$ cat config.mk
export PLATFORM = sky130hd
export DESIGN_NAME = hazard_ctrl
export DESIGN_NICKNAME = d
export VERILOG_FILES = /design/src/rtl/hazard_ctrl_pkg.sv /design/src/rtl/hazard_perf_cnt.sv /design/src/rtl/hazard_ctrl.sv
export SDC_FILE = /design/constraint.sdc
export NUM_CORES = 1
export LEC_CHECK = 0
export BUFFER_PORTS_ARGS = -buffer_cell sky130_fd_sc_hd__buf_4
export CORE_AREA = 2 2 39 41
export DETAILED_ROUTE_END_ITERATION = 10
export DIE_AREA = 0 0 41 43
export SETUP_SLACK_MARGIN = 0.5
export SYNTH_ARGS = -nofsm -noshare
export SYNTH_HDL_FRONTEND = slang
export SYNTH_SLANG_ARGS = --single-unit
$ cat constraint.sdc
create_clock -name clk -period 1.8 [get_ports clk]
set_input_delay 0.09 -clock clk [delete_from_list [all_inputs] [get_ports clk]]
set_output_delay 0.09 -clock clk [all_outputs]
set_load 0.01 [all_outputs]
$ cat src/rtl/hazard_ctrl_pkg.sv
// Shared definitions for the pipeline hazard controller: FSM state encoding,
// register-address defaults and the R0 index.
package hazard_ctrl_pkg;

    localparam int REG_W_DEF      = 4;
    localparam int MD_LATENCY_DEF = 4;
    localparam int R0_IDX         = 0;
    localparam int PERF_W         = 16;

    typedef enum logic {
        RUN     = 1'b0,
        MD_BUSY = 1'b1
    } hz_state_t;

endpackage

$ cat src/rtl/hazard_perf_cnt.sv
// Pair of saturating 16-bit event counters (stall cycles, taken-branch flushes).
module hazard_perf_cnt
    import hazard_ctrl_pkg::*;
(
    input  logic              clk,
    input  logic              rst,
    input  logic              i_stall_inc,
    input  logic              i_flush_inc,
    output logic [PERF_W-1:0] o_stall_cycles,
    output logic [PERF_W-1:0] o_flush_count
);

    logic [1:0]        w_inc;
    logic [PERF_W-1:0] r_cnt [2];

    assign w_inc = {i_flush_inc, i_stall_inc};

    generate
        for (genvar gi = 0; gi < 2; gi++) begin : g_cnt
            always_ff @(posedge clk) begin
                if (rst) begin
                    r_cnt[gi] <= '0;
                end else if (w_inc[gi] && (r_cnt[gi] != {PERF_W{1'b1}})) begin
                    r_cnt[gi] <= r_cnt[gi] + 1'b1;
                end
            end
        end
    endgenerate

    assign o_stall_cycles = r_cnt[0];
    assign o_flush_count  = r_cnt[1];

endmodule

$ cat src/rtl/hazard_ctrl.sv
// Pipeline sequencing controller: load-use stalls, taken-branch flushes and
// multi-cycle muldiv hold. Optional perf counters under HAZARD_PERF_EN.
module hazard_ctrl
    import hazard_ctrl_pkg::*;
#(
    parameter int MD_LATENCY = MD_LATENCY_DEF,
    parameter int REG_W      = REG_W_DEF
) (
    input  logic             clk,
    input  logic             rst,
    input  logic [REG_W-1:0] bIFID_RR1,
    input  logic [REG_W-1:0] bIFID_RR2,
    input  logic [REG_W-1:0] bIDEX_RR1,
    input  logic             bIDEX_memRead,
    input  logic             bIDEX_muldiv,
    input  logic             branch_taken,
    output logic             pcWrite,
    output logic             bIFID_write,
    output logic             bIFID_flush,
    output logic             bIDEX_write,
    output logic             bIDEX_flush,
    output logic             bEXMEM_bubble,
    output logic             md_start,
    output logic             md_done,
    output logic             md_busy
`ifdef HAZARD_PERF_EN
    ,
    output logic [15:0]      stall_cycles,
    output logic [15:0]      flush_count
`endif
);

    localparam int CNT_W = $clog2(MD_LATENCY);

    hz_state_t        r_state;
    logic [CNT_W-1:0] r_cnt;
    logic             w_load_use;

    assign w_load_use = bIDEX_memRead
                     && (bIDEX_RR1 != REG_W'(R0_IDX))
                     && ((bIDEX_RR1 == bIFID_RR1) || (bIDEX_RR1 == bIFID_RR2));

    // Branch outranks muldiv: a muldiv squashed by the branch must not start.
    always_ff @(posedge clk) begin
        if (rst) begin
            r_state <= RUN;
            r_cnt   <= '0;
        end else begin
            case (r_state)
                RUN: begin
                    if (!branch_taken && bIDEX_muldiv) begin
                        r_state <= MD_BUSY;
                        r_cnt   <= CNT_W'(MD_LATENCY - 2);
                    end
                end
                MD_BUSY: begin
                    if (r_cnt == '0) begin
                        r_state <= RUN;
                    end else begin
                        r_cnt <= r_cnt - 1'b1;
                    end
                end
                default: r_state <= RUN;
            endcase
        end
    end

    always_comb begin
        pcWrite       = 1'b1;
        bIFID_write   = 1'b1;
        bIFID_flush   = 1'b0;
        bIDEX_write   = 1'b1;
        bIDEX_flush   = 1'b0;
        bEXMEM_bubble = 1'b0;
        md_start      = 1'b0;
        md_done       = 1'b0;
        md_busy       = 1'b0;
        if (rst) begin
            pcWrite       = 1'b0;
            bIFID_write   = 1'b0;
            bIDEX_write   = 1'b0;
            bIFID_flush   = 1'b1;
            bIDEX_flush   = 1'b1;
            bEXMEM_bubble = 1'b1;
        end else if (r_state == RUN) begin
            if (branch_taken) begin
                bIFID_flush = 1'b1;
                bIDEX_flush = 1'b1;
            end else if (bIDEX_muldiv) begin
                md_start      = 1'b1;
                md_busy       = 1'b1;
                pcWrite       = 1'b0;
                bIFID_write   = 1'b0;
                bIDEX_write   = 1'b0;
                bEXMEM_bubble = 1'b1;
            end else if (w_load_use) begin
                pcWrite     = 1'b0;
                bIFID_write = 1'b0;
                bIDEX_flush = 1'b1;
            end
        end else begin
            md_busy = 1'b1;
            if (r_cnt != '0) begin
                pcWrite       = 1'b0;
                bIFID_write   = 1'b0;
                bIDEX_write   = 1'b0;
                bEXMEM_bubble = 1'b1;
            end else begin
                md_done = 1'b1;
            end
        end
    end

`ifdef HAZARD_PERF_EN
    logic w_stall_inc;
    logic w_flush_inc;

    assign w_stall_inc = !rst && !pcWrite;
    assign w_flush_inc = !rst && (r_state == RUN) && branch_taken;

    hazard_perf_cnt u_perf (
        .clk            (clk),
        .rst            (rst),
        .i_stall_inc    (w_stall_inc),
        .i_flush_inc    (w_flush_inc),
        .o_stall_cycles (stall_cycles),
        .o_flush_count  (flush_count)
    );
`endif

endmodule

==> run_results.csv, run 1 <==
group,metric,value,unit
detailed_routing,drt_wl_total,987,um
pwr,power.share.clock,36.7,%
detailed_routing,wl_met3,53,um
die,die-area,0.00176,sq mm
setup_path,arrival,1.49,ns
job,maxCapViolCount,0,
placed_design,dp.cells,80,
sta,tightest_slew,0.445,ns
pwr,switching_power,89.0,uW
sta,timing.hold.ws,0.0938,ns
die,floorplan.initialDensity,23.1,%
sta,slew_viol_final,0,
pwr,leakage,0.285,nW
sta,hold_viol,0,
die,rows,14,
synthesis,synth_warnings,0,
synthesis,syn_nets,59,
die,ioPinCount,26,
detailed_routing,vias,377,
sta,min_period,1.58,ns
global_route,grt_pass1_vias,329,
setup_path,crit_chain,"or3b_4 -> and2_4 -> nor2b_4 -> o41a_1 -> buf_4",
sta,relSlewSlack,70.0,%
clock_network,clk_latency,0.23,ns
layout,area_delta_synth_final,91.4,%
setup_path,cpPeakStageDelay,0.37,ns
detailed_routing,met2_length,546,um
pwr,pwr-share-seq,22.5,%
layout,fin_nets,91,
pwr,power_density,520,mW/mm^2
setup_path,path_class,"reg2out",
pwr,p_comb_share,40.8,%
clock_network,cts_made_buffers,3,
clock_network,numClockSinks,3,
detailed_routing,drc,0,
setup_path,worstPathBufferInverterCount,1,
die,coreArea,0.00138,sq mm
detailed_routing,dr.pass1.iters,1,
synthesis,ys_seq_elements,3,
setup_path,critPathMaxFanout,2,
setup_path,end_kind,"output pin",
setup_path,crit_required,1.71,ns
setup_path,slowest_stage,"or3b_4",
clock_network,htreeDepth,1,
detailed_routing,wl_met1,387,um
placed_design,port_buffers,25,
setup_path,start_kind,"register",
detailed_routing,drt_iter0_drc,0,
synthesis,synth_cell_types,19,
layout,stdcell_count,88,
placed_design,dp_hpwl,714,um
global_route,track_usage,11.2,%
pwr,p_int,228,uW
sta,fin_skew,0.00307,ns
die,die_y,43,um
sta,finalCritPeriodShare,87.6,%
synthesis,synth_area,319,sq um
detailed_routing,highest_layer,"met3",
clock_network,cts_hold_buf,0,
clock_network,clockRootBuffer,"clkbuf_4",
sta,fmax,634,MHz
die,die_w,41,um
pwr,power_switching_share,28.1,%
sta,final-setup-viol-count,0,
setup_path,path_delay_family,"simple AND/OR/NAND/NOR gates",
clock_network,cts_tree,"done",
detailed_routing,via_per_inst,4.28,
outcome,outcome,"complete, no violations",
global_route,grt_max_degree,9,
synthesis,synth_area_per_cell,7.78,sq um
sta,tns,0,ns
detailed_routing,ant_nets,0,
placed_design,gpl.final_weighted_congestion,0.621,
synthesis,ys_seq_area_share,18.8,%
global_route,grt_pass1_wl,1390,um
pwr,irDropWorstVdd,394,uV
layout,insertedDiodeCount,0,
global_route,antenna_found_initial,0,
hold_path,hold_path.class,"in2reg",
layout,drive_above_1_share,61.1,%
synthesis,synth_cells,41,
global_route,gr-total-overflow,0,
clock_network,cts_max_path_buffers,2,
sta,rsz0062_at_grt,"yes",
clock_network,clk_pin_slew,0.04,ns
pwr,p_total,317,uW
detailed_routing,wl_per_cell,11.2,um
-- registers in the layout, indices dropped and copies added (netlist names) --
signal / flops
r_cnt: 2
r_state: 1
-- power groups by stage --
| stage | Clock [mW] | Combinational [mW] | Sequential [mW] |
|---|---|---|---|
| 5_1_grt | 0.129 | 0.141 | 0.0715 |
| 3_3_place_gp | 0 | 0.112 | 0.0748 |
| 4_1_cts | 0.124 | 0.126 | 0.0709 |
| 2_1_floorplan | 0 | 0.0567 | 0.0741 |
| 6_report | 0.116 | 0.130 | 0.0714 |
| 3_5_place_dp | 0 | 0.112 | 0.0747 |
-- worst paths after layout --
path / to / slack, ns / startpoint / cells past startpoint
max: bIFID_write / 0.22 / r_state / 5
min: r_state / 0.09 / rst / 2
max reg2reg: r_cnt[1] / 0.49 / r_state / 4
min reg2reg: r_cnt[1] / 0.48 / r_cnt[1] / 2
-- through the flow --
| stage | setup WS, ns | util [%] | cell area, sq um |
|---|---|---|---|
| CTS | 0.206 | 42.9 | 594 |
| global placement | 0.400 | 37.9 | 524 |
| detailed placement | 0.394 | 37.9 | 524 |
| finish | 0.224 | 44.1 | 611 |
| global route | 0.175 | 44.1 | 611 |
| floorplan | 0.398 | - | 328 |
-- cell usage in the layout, fill, tap and decap left out --
| cell | Yosys | layout |
|---|---|---|
| dfxtp_1 | 3 | 1 |
| o41a_1 | 1 | 1 |
| a21oi_1 | 3 | 2 |
| nand2b_1 | 2 | 1 |
| inv_2 | 0 | 3 |
| nor2b_4 | 1 | 1 |
| a41oi_1 | 1 | 1 |
| o41ai_1 | 2 | 2 |
| a211oi_1 | 1 | 1 |
| clkbuf_4 | 0 | 3 |
| ha_4 | 0 | 1 |
| dfxtp_4 | 0 | 1 |
| nor4_2 | 1 | 1 |
| clkbuf_1 | 1 | 1 |
| nand2_1 | 2 | 2 |
| xor2_1 | 4 | 4 |
| and2_4 | 1 | 1 |
| buf_6 | 0 | 2 |
| a21oi_2 | 0 | 1 |
| nor2_1 | 6 | 6 |
| dfxtp_2 | 0 | 1 |
| nand2b_4 | 0 | 1 |
| inv_1 | 5 | 2 |
| or3b_4 | 0 | 1 |
| xnor2_1 | 4 | 4 |
| buf_4 | 1 | 27 |
-- metal layers --
metal | up-vias | GRT usage, %
li1 | 199 | -
met1 | 169 | 15.0
met2 | 9 | 17.2
met3 | 0 | 2.09
met4 | 0 | 4.00
met5 | - | 0
-- cell usage after synthesis --
| master | count | area [sq um] |
|---|---|---|
| nor2_1 | 6 | 22.5 |
| inv_1 | 5 | 18.8 |
| xnor2_1 | 4 | 35.0 |
| xor2_1 | 4 | 35.0 |
| a21oi_1 | 3 | 15.0 |
| dfxtp_1 | 3 | 60.1 |
| nand2_1 | 2 | 7.51 |
| nand2b_1 | 2 | 12.5 |
| o41ai_1 | 2 | 17.5 |
| a211oi_1 | 1 | 7.51 |
| a41oi_1 | 1 | 8.76 |
| and2_4 | 1 | 8.76 |
| buf_4 | 1 | 7.51 |
| clkbuf_1 | 1 | 3.75 |
| ha_1 | 1 | 12.5 |
| nor2b_4 | 1 | 13.8 |
| nor4_2 | 1 | 12.5 |
| o41a_1 | 1 | 11.3 |
| or3b_1 | 1 | 8.76 |
-- logic make-up (layout without fill, tap and decap cells) --
logic type      Yosys count  in the layout  share of synthesized area [%]
xor+xnor                  8              8                           22.0
buf+inv                   7             38                           9.41
flops                     3              3                           18.8
compound gates            8              8                           18.8
simple gates             14             14                           27.1
fa+ha+maj                 1              1                           3.92
-- final cells by class --
class                           instances  area [sq um]
Fill cell                             146           773
Multi-Input combinational cell         31           255
Timing Repair Buffer                   29           225
Sequential cell                         3          65.1
Clock buffer                            4          26.3
Tap cell                               16          20.0
Inverter                                5          18.8
-- what timing repair did --
item	4_1_cts	5_1_grt
hold endpoints to repair	0	0
setup buffers	4	0
setup endpoints to repair	5	8
resized for setup	6	5
pin swaps	0	2
No activity file was read; power rests on OpenSTA's default activity.
==> run 2: changes to the inputs <==
--- a/config.mk
+++ b/config.mk
@@ -9,6 +9,7 @@
 export CORE_AREA = 2 2 39 41
 export DETAILED_ROUTE_END_ITERATION = 10
 export DIE_AREA = 0 0 41 43
+export HOLD_SLACK_MARGIN = 0.15
 export SETUP_SLACK_MARGIN = 0.5
 export SYNTH_ARGS = -nofsm -noshare
 export SYNTH_HDL_FRONTEND = slang
==> run_results.csv, run 2 (synthesis gave the netlist of run 1 again) <==
group,metric,value,unit
setup_path,crit_required,1.71,ns
pwr,power_density,511,mW/mm^2
setup_path,arrival,1.49,ns
setup_path,path_class,"reg2out",
global_route,track_usage,11.7,%
clock_network,cts_max_path_buffers,2,
layout,layout_commonest_cell,"buf_4",
sta,hold_viol,0,
placed_design,port_buffers,25,
layout,top_register,"r_cnt",
die,floorplan.initialDensity,23.1,%
clock_network,numClockSinks,3,
placed_design,placed_area,524,sq um
die,die_w,41,um
setup_path,critPathMaxFanout,2,
sta,fmax,634,MHz
detailed_routing,wl_per_cell,11.2,um
global_route,grt_pass1_vias,340,
pwr,irDropWorstVdd,393,uV
sta,fin_skew,0.00250,ns
layout,drive_above_1_share,63.0,%
setup_path,slowest_stage,"or3b_4",
clock_network,clockRootBuffer,"clkbuf_4",
sta,tns,0,ns
clock_network,htreeDepth,1,
sta,min_period,1.58,ns
layout,fill_cells,145,
pwr,p_total,321,uW
die,ioPinCount,26,
setup_path,reg2reg_slack,0.51,ns
clock_network,cts_tree,"done",
sta,final-setup-viol-count,0,
detailed_routing,dr.pass1.iters,3,
placed_design,dp_hpwl,714,um
sta,tightest_slew,0.440,ns
global_route,grt_pass1_wl,1430,um
layout,final_cell_mix,"buf_4, nor2_1, xnor2_1, xor2_1",
sta,finalCritPeriodShare,87.6,%
die,die_y,43,um
layout,postLayoutCoreUtil,45.4,%
pwr,leakage,0.290,nW
global_route,grt_max_degree,7,
layout,area_delta_synth_final,96.9,%
setup_path,end_kind,"output pin",
setup_path,cpPeakStageDelay,0.37,ns
global_route,gr-total-overflow,0,
clock_network,cts_made_buffers,3,
hold_path,hold_path.class,"in2reg",
detailed_routing,via_per_inst,4.35,
die,coreArea,0.00138,sq mm
setup_path,start_kind,"register",
detailed_routing,drt_wl_total,996,um
sta,relSlewSlack,70.3,%
layout,largest_register_ffs,2,
detailed_routing,drc,0,
layout,insertedDiodeCount,0,
placed_design,gpl.final_weighted_congestion,0.621,
sta,rsz0062_at_grt,"yes",
detailed_routing,vias,387,
sta,slew_viol_final,0,
clock_network,clk_latency,0.23,ns
detailed_routing,ant_nets,0,
job,maxCapViolCount,0,
die,rows,14,
layout,final_cell_area,628,sq um
outcome,outcome,"complete, no violations",
detailed_routing,drt_iter0_drc,2,
clock_network,clk_pin_slew,0.04,ns
setup_path,crit_chain,"or3b_4 -> and2_4 -> nor2b_4 -> o41a_1 -> buf_4",
global_route,antenna_found_initial,0,
layout,fin_nets,92,
layout,largest_registers,"r_cnt (2), r_state (1)",
die,die-area,0.00176,sq mm
==> run 2: cell types whose count changed in the layout (fill, tap and decap cells not counted) <==
cell | previous run | this run
a211oi_1 | 1 | 0
dlygate4sd3_1 | 0 | 1
nor2_2 | 0 | 1
a211oi_2 | 0 | 1
nor2_1 | 6 | 5
==> run 2: worst paths after layout <==
path,from,to,cells past startpoint
worst max-delay path,r_state,bIFID_write,5
worst max register to register,r_state,r_cnt[0],5
worst min register to register,r_cnt[1],r_cnt[1],2
worst min-delay path,branch_taken,r_state,5
==> run 2: critical path: cells and delay by family (launching register included) <==
family	cells	cell delay [ns]
simple gates	3	0.64
buf+inv	1	0.16
flops	1	0.33
compound gates	1	0.12
==> run 2: metrics by stage <==
step	std cells	hold slack (ns)	worst slack (ns)
2_1_floorplan	41	0.275	0.398
3_3_place_gp	80	0.334	0.400
3_5_place_dp	80	0.336	0.394
4_1_cts	89	0.389	0.207
5_1_grt	89	0.440	0.176
6_report	89	0.421	0.223
==> run 2: layer usage <==
metal	vias up	track usage, %	share of wire [%]
met1	175	15.6	39
li1	203	-	-
met2	9	18.1	55
met4	0	4.00	0
met5	-	0	0
met3	0	2.09	5.3
==> run 2: timing repair <==
item | in CTS | in global routing
pin swaps | 0 | 3
endpoints found under the setup margin | 5 | 8
hold endpoints to repair | 3 | 0
setup buffers | 4 | 0
resized for setup | 6 | 7
hold buffers | 1 | 0
==> run 2: final cells by class <==
| cell class | instances | area [sq um] | area share (%) |
|---|---|---|---|
| tap | 16 | 20.0 | 3.19 |
| timing repair buffer | 30 | 235 | 37.5 |
| clock buffer | 4 | 26.3 | 4.18 |
| inverter | 5 | 18.8 | 2.99 |
| multi-input combinational | 31 | 263 | 41.8 |
| sequential | 3 | 65.1 | 10.4 |
==> run 2: where the power goes <==
part           switching (mW)  internal, mW
Clock                  0.0337        0.0830
Combinational          0.0552        0.0777
Sequential            0.00169        0.0697
==> run 3: changes to the inputs <==
--- a/config.mk
+++ b/config.mk
@@ -5,7 +5,7 @@
 export SDC_FILE = /design/constraint.sdc
 export NUM_CORES = 1
 export LEC_CHECK = 0
-export BUFFER_PORTS_ARGS = -buffer_cell sky130_fd_sc_hd__buf_4
+export BUFFER_PORTS_ARGS = -buffer_cell sky130_fd_sc_hd__buf_2
 export CORE_AREA = 2 2 39 41
 export DETAILED_ROUTE_END_ITERATION = 10
 export DIE_AREA = 0 0 41 43
==> run_results.csv, run 3 (synthesis gave the netlist of run 1 again) <==
group,metric,value,unit
die,die_w,41,um
sta,finalCritPeriodShare,87.5,%
global_route,antenna_found_initial,0,
placed_design,dp_hpwl,677,um
sta,tightest_slew,0.533,ns
pwr,p_comb_share,41.3,%
layout,top_register,"r_cnt",
setup_path,startpoint,"r_state",
pwr,power.share.clock,36.3,%
pwr,pwr-share-seq,22.4,%
clock_network,clk_pin_slew,0.04,ns
outcome,outcome,"complete, no violations",
pwr,leakage,0.291,nW
layout,largest_registers,"r_cnt (2), r_state (1)",
pwr,irDropWorstVdd,324,uV
sta,rsz0062_at_grt,"yes",
die,rows,14,
layout,largest_register_ffs,2,
sta,slew_viol_final,0,
pwr,switching_power,94.8,uW
detailed_routing,drt_wl_total,978,um
clock_network,cts_made_buffers,3,
layout,multiInputGateArea,282,sq um
layout,drive_above_1_share,63.2,%
global_route,grt_pass1_wl,1560,um
sta,relSlewSlack,64.0,%
clock_network,cts_tree,"done",
layout,final_cell_mix,"buf_2, nor2_1, xnor2_1, buf_6, buf_4",
global_route,gr-total-overflow,0,
layout,fin_nets,95,
global_route,grt_max_degree,9,
sta,final-setup-viol-count,0,
die,die_y,43,um
job,maxCapViolCount,0,
setup_path,critPathMaxFanout,3,
die,floorplan.initialDensity,23.1,%
clock_network,clk_latency,0.23,ns
placed_design,port_buffers,25,
detailed_routing,vias,394,
setup_path,reg2reg_slack,0.51,ns
setup_path,end_kind,"output pin",
clock_network,htreeDepth,1,
layout,fill_cells,137,
clock_network,clockRootBuffer,"clkbuf_4",
hold_path,worstHoldStart,"branch_taken",
setup_path,start_kind,"register",
setup_path,crit_required,1.71,ns
sta,fin_skew,0.00255,ns
setup_path,timing.rr.start,"r_state",
detailed_routing,dr.pass1.iters,1,
layout,insertedDiodeCount,0,
detailed_routing,wl_per_cell,10.6,um
clock_network,cts_max_path_buffers,2,
detailed_routing,drc,0,
placed_design,gpl.final_weighted_congestion,0.683,
setup_path,path_class,"reg2out",
global_route,track_usage,13.0,%
layout,ff_latch_area,65.1,sq um
sta,fmax,635,MHz
global_route,grt_pass1_vias,348,
die,coreArea,0.00138,sq mm
sta,hold_viol,0,
sta,min_period,1.58,ns
sta,timing.hold.ws,0.431,ns
setup_path,arrival,1.49,ns
pwr,power_density,510,mW/mm^2
detailed_routing,drt_iter0_drc,0,
detailed_routing,ant_nets,0,
hold_path,hold_path.class,"in2reg",
die,ioPinCount,26,
die,die-area,0.00176,sq mm
layout,area_delta_synth_final,96.5,%
pwr,power_switching_share,29.7,%
clock_network,numClockSinks,3,
pwr,p_int,225,uW
layout,layout_commonest_cell,"buf_2",
sta,tns,0,ns
detailed_routing,via_per_inst,4.28,
[run 3: changes by cell type in the layout (fill, tap and decap cells not counted), moves of 2 or more]
cell	change
buf_4	-23
buf_6	+2
buf_2	+22
dlygate4sd3_1	+2
[run 3: final cells by class]
cell class                 count  area share, %
clock buffer                   4           4.19
inverter                       5           2.99
multi-input combinational     31           44.9
sequential                     3           10.4
tap                           16           3.19
timing repair buffer          33           34.3
[run 3: worst paths after layout]
check / end / cells past startpoint
worst min register to register: r_cnt[1] / 2
worst max register to register: r_cnt[0] / 5
worst max-delay path: bIFID_write / 5
worst min-delay path: r_state / 5
[run 3: power groups by stage]
stage / registers [mW] / clock network [mW] / logic [mW]
global route: 0.0718 / 0.129 / 0.144
detailed placement: 0.0747 / 0 / 0.0955
finish: 0.0716 / 0.116 / 0.132
floorplan: 0.0741 / 0 / 0.0567
global placement: 0.0746 / 0 / 0.0944
CTS: 0.0708 / 0.124 / 0.111
[run 3: timing repair]
item                                    4_1_cts  5_1_grt
gates cloned                                  0        0
endpoints found under the setup margin        5        9
gates resized for setup                       2       15
pin swaps                                     3        7
endpoints found under the hold margin         1        0
hold buffers                                  3        0
buffers inserted                              3        2
[run 3: stage by stage]
stage | area (sq um) | worst slack (ns) | util, % | instances | power, mW
3_5_place_dp | 462 | 0.420 | 33.4 | 80 | 0.170
5_1_grt | 627 | 0.163 | 45.3 | 92 | 0.345
3_3_place_gp | 462 | 0.413 | 33.4 | 80 | 0.169
6_report | 627 | 0.225 | 45.3 | 92 | 0.319
4_1_cts | 551 | 0.175 | 39.8 | 90 | 0.305
2_1_floorplan | 328 | 0.398 | - | 41 | 0.131
[run 3: routing by layer]
metal | GRT usage [%] | vias to the layer above | wire length (um)
met4 | 6.00 | 0 | 0
met1 | 18.5 | 175 | 412
li1 | - | 210 | -
met2 | 17.8 | 9 | 520
met5 | 0 | - | 0
met3 | 3.14 | 0 | 45
[run 3: worst max-delay path: stages, from the launching register on]
cell and delay, ns:
dfxtp_4 0.33, or3b_4 0.37, and2_4 0.15, nor2b_4 0.13, o41a_1 0.12, buf_2 0.15
